$ cat src/rtl/multicycle_ctrl.sv
// Multi-cycle control FSM for the non-pipelined MIPS core: req/ack memory handshake,
// 2-bit PC source, illegal-opcode flagging, retired counter. Optional: MEM_TIMEOUT_EN.
module multicycle_ctrl #(
  parameter int INSTR_W     = 32,
  parameter int CNT_W       = 16,
  parameter int TIMEOUT_CYC = 16
) (
  input  logic               Clk,
  input  logic               Reset,
  input  logic [INSTR_W-1:0] Instr,
  input  logic               Zero,
  input  logic               MEM_Ack,
  output logic               MEM_Req,
  output logic               MEM_WrEn,
  output logic               IR_LdEn,
  output logic               PC_LdEn,
  output logic [1:0]         PC_sel,
  output logic               RF_WrEn,
  output logic               RF_WrData_sel,
  output logic               RF_B_sel,
  output logic               ALU_Bin_sel,
  output logic [3:0]         ALU_func,
  output logic               Illegal,
  output logic               Fault,
  output logic [CNT_W-1:0]   Retired
);

  typedef enum logic [2:0] {S_RST, S_FETCH, S_DECODE, S_EXEC, S_MEM, S_WB, S_HALT} state_t;
  typedef enum logic [2:0] {C_R, C_ADDI, C_LW, C_SW, C_BEQ, C_J, C_ILL} iclass_t;

  state_t     state_q, state_d;
  iclass_t    iclass;
  logic [3:0] r_func;
  logic       retire;
  logic       timeout_hit;

  logic [5:0] opcode, funct;
  assign opcode = Instr[INSTR_W-1 -: 6];
  assign funct  = Instr[5:0];

  // Register/immediate fields are consumed by the datapath, not here.
  logic unused_fields;
  assign unused_fields = ^Instr[INSTR_W-7:6];

  // Instruction classification; Instr is held stable until retirement, so it is
  // decoded continuously rather than latched.
  always_comb begin
    // NOTE: every comb output gets a default first so no path can infer a latch.
    iclass = C_ILL;
    r_func = 4'b0000;
    case (opcode)
      6'h00: begin
        iclass = C_R;
        case (funct)
          6'h20:   r_func = 4'b0000;
          6'h22:   r_func = 4'b0001;
          6'h24:   r_func = 4'b0010;
          6'h25:   r_func = 4'b0011;
          6'h2A:   r_func = 4'b0100;
          default: iclass = C_ILL;
        endcase
      end
      6'h08:   iclass = C_ADDI;
      6'h23:   iclass = C_LW;
      6'h2B:   iclass = C_SW;
      6'h04:   iclass = C_BEQ;
      6'h02:   iclass = C_J;
      default: iclass = C_ILL;
    endcase
  end

`ifdef MEM_TIMEOUT_EN
  localparam int WAIT_W = $clog2(TIMEOUT_CYC + 1);
  logic [WAIT_W-1:0] wait_cnt;
  logic              fault_q;

  // Any cycle outside a stalled request (including the ack cycle) clears the count,
  // which covers every entry into FETCH or MEM.
  always_ff @(posedge Clk) begin
    if (!Reset)
      wait_cnt <= '0;
    else if ((state_q == S_FETCH || state_q == S_MEM) && !MEM_Ack)
      wait_cnt <= wait_cnt + 1'b1;
    else
      wait_cnt <= '0;
  end

  assign timeout_hit = (state_q == S_FETCH || state_q == S_MEM) && !MEM_Ack &&
                       (wait_cnt == WAIT_W'(TIMEOUT_CYC - 1));

  always_ff @(posedge Clk) begin
    if (!Reset)           fault_q <= 1'b0;
    else if (timeout_hit) fault_q <= 1'b1;
  end
  assign Fault = fault_q;
`else
  localparam int unused_timeout = TIMEOUT_CYC;
  assign timeout_hit = 1'b0;
  assign Fault       = 1'b0;
`endif

  // NOTE: synchronous reset lives inside the clocked block; state uses <= only.
  always_ff @(posedge Clk) begin
    if (!Reset) state_q <= S_RST;
    else        state_q <= state_d;
  end

  always_comb begin
    state_d = state_q;
    retire  = 1'b0;
    case (state_q)
      S_RST:    state_d = S_FETCH;
      S_FETCH:  if (MEM_Ack) state_d = S_DECODE;
      S_DECODE: state_d = (iclass == C_ILL) ? S_FETCH : S_EXEC;
      S_EXEC: begin
        case (iclass)
          C_R, C_ADDI: state_d = S_WB;
          C_LW, C_SW:  state_d = S_MEM;
          default: begin
            state_d = S_FETCH;
            retire  = 1'b1;
          end
        endcase
      end
      S_MEM: begin
        if (MEM_Ack) begin
          if (iclass == C_LW) state_d = S_WB;
          else begin
            state_d = S_FETCH;
            retire  = 1'b1;
          end
        end
      end
      S_WB: begin
        state_d = S_FETCH;
        retire  = 1'b1;
      end
      S_HALT:  state_d = S_HALT;
      default: state_d = S_RST;
    endcase
    if (timeout_hit) begin
      state_d = S_HALT;
      retire  = 1'b0;
    end
  end

  always_ff @(posedge Clk) begin
    if (!Reset)      Retired <= '0;
    else if (retire) Retired <= Retired + 1'b1;
  end

  always_comb begin
    MEM_Req       = 1'b0;
    MEM_WrEn      = 1'b0;
    IR_LdEn       = 1'b0;
    PC_LdEn       = 1'b0;
    PC_sel        = 2'b00;
    RF_WrEn       = 1'b0;
    RF_WrData_sel = 1'b0;
    RF_B_sel      = 1'b0;
    ALU_Bin_sel   = 1'b0;
    ALU_func      = 4'b0000;
    Illegal       = 1'b0;
    case (state_q)
      S_FETCH: begin
        MEM_Req = 1'b1;
        if (MEM_Ack) begin
          IR_LdEn = 1'b1;
          PC_LdEn = 1'b1;
        end
      end
      S_DECODE: Illegal = (iclass == C_ILL);
      S_EXEC: begin
        case (iclass)
          C_R:              ALU_func = r_func;
          C_ADDI, C_LW, C_SW: ALU_Bin_sel = 1'b1;
          C_BEQ: begin
            ALU_func = 4'b0001;
            if (Zero) begin
              PC_LdEn = 1'b1;
              PC_sel  = 2'b01;
            end
          end
          C_J: begin
            PC_LdEn = 1'b1;
            PC_sel  = 2'b10;
          end
          default: ;
        endcase
      end
      S_MEM: begin
        MEM_Req  = 1'b1;
        MEM_WrEn = (iclass == C_SW);
      end
      S_WB: begin
        RF_WrEn       = 1'b1;
        RF_WrData_sel = (iclass == C_LW);
      end
      default: ;
    endcase
  end

endmodule

$ cat config.mk
export PLATFORM = sky130hd
export DESIGN_NAME = multicycle_ctrl
export DESIGN_NICKNAME = d
export VERILOG_FILES = /design/src/rtl/multicycle_ctrl.sv
export SDC_FILE = /design/constraint.sdc
export NUM_CORES = 1
export LEC_CHECK = 0
export BUFFER_PORTS_ARGS = -buffer_cell sky130_fd_sc_hd__buf_4
export CAP_MARGIN = 10
export CORE_MARGIN = 10
export CORE_UTILIZATION = 50
export CTS_CLUSTER_SIZE = 24
export DETAILED_ROUTE_END_ITERATION = 8
export PLACE_DENSITY = 0.81
export SKIP_CTS_REPAIR_TIMING = 1
export SLEW_MARGIN = 10
export SYNTH_ARGS = -nofsm -noshare
export SYNTH_HDL_FRONTEND = slang
export SYNTH_SLANG_ARGS = --single-unit
$ cat constraint.sdc
create_clock -name Clk -period 3.7 [get_ports Clk]
set_input_delay 0.74 -clock Clk [delete_from_list [all_inputs] [get_ports Clk]]
set_output_delay 0.74 -clock Clk [all_outputs]
set_load 0.02 [all_outputs]
==> results.ini, run 1 <==
[setup_path]
crit_type=in -> out
worstPathRequired_ps=2960
crit_path_end_kind=output pin
critPathArrivalTime_ps=2210
crit_fanout=4
worstSetupStartpointType=input port

[routing]
vias=1437
met2_length_mm=1.93
drc=0
wl_met3_um=243
ant_nets=0
wl_met1_mm=1.51
wire_per_inst_um=14.8
drtIter0Drc=105
top_layer=met4
drtPass1Iterations=4
vias_per_cell=5.75
routed_wl_mm=3.71

[floorplan]
initial_utilization_pct=53.1
die_w_um=74.6
fp.dieH_um=74.6
rows=19
dieArea_um2=5560
core-area_um2=2810
boundaryPins=68

[logic_synthesis]
synth_seq_cells=19
synth_flop_cell=dfxtp_1
synth_edf_count=0
async_flop_share_pct=0
synth_area_um2=1490
avgSynthCellArea_um2=8.23
yosysSeqAreaShare_pct=25.5
yosys_warnings=0
post_synth_num_cell_types=48
syn_inst=181

[cts]
clock-root-buffer=clkbuf_4
cts.path.max_buffers=2
clkSlewWorstSetupHoldPaths_ps=110
htree_levels=1
clk_latency_ps=300
cts_made_buffers=3
cts_sinks=19
cts_tree=built

[placed_design]
dp_hpwl_mm=2.93
place_inst=246
gp_congestion=0.775
postPlaceCellArea_um2=1790
portBuffers=44

[timing]
rsz0062_at_grt=no
tns_ps=0
drv_slew=0
worst_pin_slew_ps=551
clock_skew_ps=5.93
hold_viol_final=0
maxSlewHeadroom_pct=63.3
setup_violations=0
period_needed_ps=2950
post-route-period-util_pct=79.8
fmax_ghz=0.339

[cells_and_area]
drive_above_1_share_pct=31.1
layout_commonest_cell=buf_4
layout_common_cells=44 x buf_4, 25 x nand2_1, 19 x dfxtp_1, 16 x nand2b_1, 14 x mux2i_1
syn2layout_area_growth_pct=21.8
nets=257
fin_area_um2=1810
diodes=0
fin_cells=250

[power_and_ir_drop]
cellLeakagePower_uw=0.000709
irDropWorstVdd_mv=0.245
power_density_nw_per_um2=208

[min_path]
hp-class=reg -> reg

[outcome]
status=complete, no violations

[global_route]
grt_pass1_vias=1374
grt_usage_pct=13.2
grt_overflow=0
antenna_found_initial=0
grt_max_degree=30
grt_pass1_wl_mm=6.00

[run]
cap_violations=0

## registers in the layout, indices dropped and copies added (netlist names)
| signal | cells |
|---|---|
| Retired | 16 |
| state_q | 3 |
## layer usage
metal,vias to the layer above,global-route usage (%)
met5,-,0
met4,0,3.36
met3,4,3.59
met2,47,24.4
met1,666,14.4
li1,720,-
## final timing paths
kind	start	end	slack (ps)	cells after the start
max	Instr[28]	PC_sel[0]	750	6
min	Retired[15]$_SDFFE_PN0P_	Retired[15]$_SDFFE_PN0P_	480	2
max reg2reg	state_q[1]$_SDFFE_PN0P_	Retired[10]$_SDFFE_PN0P_	1870	5
min reg2reg	Retired[15]$_SDFFE_PN0P_	Retired[15]$_SDFFE_PN0P_	480	2
## per-stage QoR
step	util, %	hold WS [ps]	setup WS (ps)	power (uW)
final	64.7	476	748	378
after global routing	64.7	501	508	397
after CTS	64.7	481	757	381
after detailed placement	63.7	465	768	275
after global placement	63.7	451	757	272
after floorplan	-	540	860	250
## power breakdown
part | switching [uW] | internal, uW | total [uW]
sequential | 2.72 | 206 | 208
clock | 67.1 | 40.3 | 107
combinational | 35.3 | 26.7 | 62.0
total | 105 | 273 | 378
## cell families (layout without fill, tap and decap cells)
| group | Yosys count | after routing | synth area share [%] |
|---|---|---|---|
| flops | 19 | 19 | 25.5 |
| mux | 15 | 15 | 10.2 |
| simple gates | 92 | 92 | 35.0 |
| buf+inv | 15 | 51 | 6.05 |
| xor+xnor | 1 | 1 | 0.588 |
| other cells | 1 | 3 | 0.252 |
| fa+ha+maj | 2 | 2 | 1.51 |
| compound gates | 36 | 36 | 20.8 |
## worst max-delay path, stage by stage
cell and delay, ps:
buf_4 130, maj3_1 350, nor4_1 350, nand4_1 230, nor3b_1 230, buf_4 170
## cell usage after synthesis, types with 2 or more instances
master | n | area (um2)
nand2_1 | 25 | 93.8
dfxtp_1 | 19 | 380
nand2b_1 | 16 | 100
mux2i_1 | 14 | 140
nand3_1 | 10 | 50.1
o21ai_0 | 8 | 40.0
nor2_1 | 7 | 26.3
and3_1 | 6 | 37.5
nor3_1 | 6 | 30.0
a211oi_2 | 5 | 62.6
a21oi_1 | 5 | 25.0
a211oi_1 | 4 | 30.0
buf_4 | 4 | 30.0
clkbuf_1 | 4 | 15.0
a21oi_2 | 3 | 26.3
inv_1 | 3 | 11.3
nand3b_1 | 3 | 22.5
nor3b_1 | 3 | 22.5
a21boi_0 | 2 | 15.0
a221oi_1 | 2 | 17.5
buf_2 | 2 | 10.0
nand4_1 | 2 | 12.5
nor2b_1 | 2 | 12.5
nor3_4 | 2 | 32.5
## cell type report
cell class | count | area (um2)
flip-flops and latches | 19 | 380
clock buffers | 3 | 22.5
fillers | 259 | 991
well taps | 31 | 38.8
inverters | 3 | 11.3
repair buffers | 44 | 330
clock inverters | 1 | 5.00
multi-input cells | 149 | 1030
Note: power is estimated with default switching activity, not from simulation.
==> run 2, diff against run 1 <==
- CORE_UTILIZATION: 50 -> 42
- PLACE_DENSITY: 0.81 -> 0.72
- clock period: 3.7 -> 2.6 ns (I/O delays scaled with it)
==> run 2 against run 1 <==
  * Sequential share of layout area shrank 0.30 points
  * Non-clock buffer count grew 1
  * Critical path depth did not move
  * Clock skew grew 4.4 ps
  * Critical path type unchanged
  * Critical endpoint unchanged
  * Largest cell class unchanged
==> results.ini, run 2 (synthesis results as in run 1) <==
[power_and_ir_drop]
cellLeakagePower_uw=0.000715
power_density_nw_per_um2=292
irDropWorstVdd_mv=0.398
combPwrFrac_pct=16.4
p_sw_share_pct=27.6
p_seq_share_pct=55.2
p_total_uw=537
clkPwrFrac_pct=28.4
p_int_uw=389
switching_power_uw=148

[cells_and_area]
top_register=Retired
fin_area_um2=1840
top_regs=Retired x16, state_q x3
fillCellCount=326
diodes=0
nets=258
drive_above_1_share_pct=31.4
layout_common_cells=45 x buf_4, 25 x nand2_1, 19 x dfxtp_1, 16 x nand2b_1, 14 x mux2i_1
syn2layout_area_growth_pct=23.6
largest_register_ffs=16
fin_cells=266
layout_commonest_cell=buf_4

[cts]
clkSlewWorstSetupHoldPaths_ps=120
cts_sinks=19
cts_tree=built
clk_latency_ps=300
htree_levels=1
cts.path.max_buffers=2
clock-root-buffer=clkbuf_4
cts_made_buffers=3

[timing]
finalWorstSetupSlack_ps=170
period_needed_ps=2430
rsz0062_at_grt=no
tns_ps=0
hold_viol_final=0
fmax_ghz=0.411
worst_pin_slew_ps=547
setup_violations=0
post-route-period-util_pct=93.5
clock_skew_ps=10.3
drv_slew=0
maxSlewHeadroom_pct=63.5

[global_route]
grt_pass1_wl_mm=6.08
grt_pass1_vias=1386
grt_max_degree=30
antenna_found_initial=0
grt_overflow=0
grt_usage_pct=11.3

[min_path]
hp-class=reg -> reg
worstHoldStart=Retired[15]$_SDFFE_PN0P_
hold_depth=2
min_to=Retired[15]$_SDFFE_PN0P_

[setup_path]
critPathArrivalTime_ps=1910
timing.rr.start=state_q[1]$_SDFFE_PN0P_
worstPathRequired_ps=2080
r2r_cells=5
worstSetupStartpointType=input port
crit_fanout=6
r2r_end=Retired[9]$_SDFFE_PN0P_
reg2reg_slack_ps=780
crit_path_end_kind=output pin
crit_type=in -> out

[placed_design]
place_inst=262
portBuffers=44
postPlaceCellArea_um2=1810
dp_slack_ps=170
dp_hpwl_mm=2.75
gp_congestion=0.771

[routing]
drtPass1Iterations=4
routed_wl_mm=3.53
drc=0
drtIter0Drc=66
vias=1414
ant_nets=0
vias_per_cell=5.32
wire_per_inst_um=13.3

[outcome]
status=complete, no violations

[floorplan]
boundaryPins=68
die_w_um=79.5
rows=21
core-area_um2=3390
dieArea_um2=6330
fp.dieH_um=79.5
initial_utilization_pct=43.9

[run]
cap_violations=0

run 2: changes by cell type in the layout (fill, tap and decap cells not counted), sizes merged:
cell	previous run	this run
buf	44	45
run 2: power groups by stage:
stage,combinational [uW],clock (uW),sequential [uW]
global route,97.9,170,297
floorplan,55.5,0,301
CTS,88.5,159,296
detailed placement,88.4,0,303
global placement,87.1,0,303
finish,88.1,152,296
run 2: routing by layer:
metal / GRT usage, % / wire, um / vias to the layer above
met5: 0 / 0 / -
met4: 1.61 / 14 / 0
met3: 3.83 / 194 / 2
met2: 19.9 / 1700 / 34
met1: 13.0 / 1620 / 658
li1: - / - / 720
run 2: critical path, stage by stage:
cell      delay (ps)
buf_4            100
mux2_2           350
o311ai_4         320
nand4_1          200
nor3b_1          240
buf_4            180
run 2: cell type report:
class                   count  area, um2  area share [%]
flip-flops and latches     19        380            20.7
well taps                  46       57.6            3.13
clock inverters             1       5.00           0.272
inverters                   3       11.3           0.612
repair buffers             45        338            18.4
multi-input cells         149       1030            55.7
clock buffers               3       22.5            1.22
run 2: metrics by stage:
stage	hold slack, ps	util, %
floorplan	540	-
global placement	455	53.5
detailed placement	461	53.5
CTS	482	54.3
global route	520	54.3
finish	477	54.3
run 2: worst max-delay path by stage:
| stage | start | endpoint | slack [ps] | cells after the start |
|---|---|---|---|---|
| 6_report | Instr[1] | PC_sel[0] | 170 | 6 |
| 5_1_grt | Instr[1] | PC_sel[0] | 60 | 6 |
| 4_1_cts | Instr[1] | PC_sel[0] | 160 | 6 |
| 3_5_place_dp | Instr[1] | PC_sel[0] | 170 | 6 |
| 3_3_place_gp | Instr[28] | PC_sel[0] | 190 | 7 |
| 2_1_floorplan | Instr[1] | PC_sel[0] | 200 | 4 |
==> run 3, diff against run 2 <==
- PLACE_DENSITY: 0.72 -> 0.76
==> run 3 against run 2 <==
  * Non-clock buffer count up 2
  * Sequential share of layout area shrank 0.15 points
  * Sequential power hardly changed
  * Design area rose by 0.75%
  * Hold slack about the same
  * Power shrank 0.12%
  * Die area unchanged
  * Largest power group unchanged
  * Critical path type unchanged
==> results.ini, run 3 (synthesis results as in run 1) <==
[global_route]
grt_pass1_vias=1395
antenna_found_initial=0
grt_usage_pct=11.8
grt_pass1_wl_mm=6.40
grt_overflow=0
grt_max_degree=30

[cells_and_area]
top_regs=Retired x16, state_q x3
nets=260
drive_above_1_share_pct=31.5
fin_util_pct=54.7
syn2layout_area_growth_pct=24.5
largest_register_ffs=16
diodes=0
top_register=Retired
layout_commonest_cell=buf_4
layout_common_cells=47 x buf_4, 25 x nand2_1, 19 x dfxtp_1, 16 x nand2b_1, 14 x mux2i_1

[placed_design]
gp_congestion=0.789
dp_hpwl_mm=2.82
portBuffers=44

[power_and_ir_drop]
p_seq_share_pct=55.2
clkPwrFrac_pct=28.0
p_sw_share_pct=26.8
combPwrFrac_pct=16.8
cellLeakagePower_uw=0.000722
irDropWorstVdd_mv=0.301
p_int_uw=392
switching_power_uw=144
power_density_nw_per_um2=289

[setup_path]
worstPathRequired_ps=2080
crit_path_end_kind=output pin
critPathArrivalTime_ps=1980
slowest_stage=maj3_1
crit_fanout=4
worstSetupStartpointType=input port
worstPathCellList=buf_4 > maj3_1 > nor4_1 > buf_4 > o21ai_0 > nor3b_1 > buf_4
crit_type=in -> out
crit_path_frequent_cell=buf_4
max_stage_delay_ps=340

[routing]
drtPass1Iterations=4
ant_nets=0
vias=1409
routed_wl_mm=3.59
drtIter0Drc=75
drc=0
vias_per_cell=5.26
wire_per_inst_um=13.4

[floorplan]
rows=21
core-area_um2=3390
dieArea_um2=6330
die_w_um=79.5
fp.dieH_um=79.5
boundaryPins=68
initial_utilization_pct=43.9

[timing]
hold_viol_final=0
rsz0062_at_grt=no
period_needed_ps=2500
setup_violations=0
fmax_ghz=0.401
post-route-period-util_pct=96.0
drv_slew=0
worst_pin_slew_ps=519
maxSlewHeadroom_pct=65.4
clock_skew_ps=0.822
tns_ps=0

[cts]
htree_levels=1
clkSlewWorstSetupHoldPaths_ps=100
cts_tree=built
cts_sinks=19
cts.path.max_buffers=2
clock-root-buffer=clkbuf_4
cts_made_buffers=3
clk_latency_ps=300

[min_path]
hp-class=reg -> reg

[outcome]
status=complete, no violations

[run]
cap_violations=0

-- run 3: area by class of cell --
class	count	area (um2)
sequential	19	380
fill	346	1540
inverter	3	11.3
tap	46	57.6
multi-input combinational	149	1030
clock buffer	4	26.3
timing repair buffer	47	353
-- run 3: worst max-delay path: cells and delay by family --
kind,cells,cell delay (ps)
compound gates,1,100
buf+inv,3,490
fa+ha+maj,1,340
simple gates,2,520
-- run 3: power by group through the flow --
stage | Sequential [uW] | Combinational (uW) | Clock [uW]
floorplan | 301 | 55.5 | 0
global placement | 303 | 88.5 | 0
detailed placement | 303 | 90.3 | 0
CTS | 296 | 90.5 | 157
global route | 297 | 101 | 173
finish | 296 | 90.1 | 150
-- run 3: final timing paths --
kind / from / end / slack (ps) / depth (start not counted)
max: Instr[28] / Illegal / 100 / 7
min: Retired[15]$_SDFFE_PN0P_ / Retired[15]$_SDFFE_PN0P_ / 480 / 2
max reg2reg: state_q[1]$_SDFFE_PN0P_ / Retired[8]$_SDFFE_PN0P_ / 800 / 5
min reg2reg: Retired[15]$_SDFFE_PN0P_ / Retired[15]$_SDFFE_PN0P_ / 480 / 2
-- run 3: layer usage --
layer | GRT usage [%] | vias to the layer above | routed length [um]
li1 | - | 725 | -
met1 | 14.2 | 651 | 1630
met2 | 19.7 | 29 | 1740
met3 | 3.60 | 4 | 186
met4 | 3.41 | 0 | 34
met5 | 0 | - | 0
-- run 3: metrics by stage --
stage	power (uW)	area, um2	cells	setup WS, ps	hold WS [ps]
after floorplan	356	1500	183	200	540
after global placement	391	1830	264	111	456
after detailed placement	393	1830	264	123	466
after CTS	543	1850	268	108	483
after global routing	571	1850	268	17.8	544
final	536	1850	268	104	477
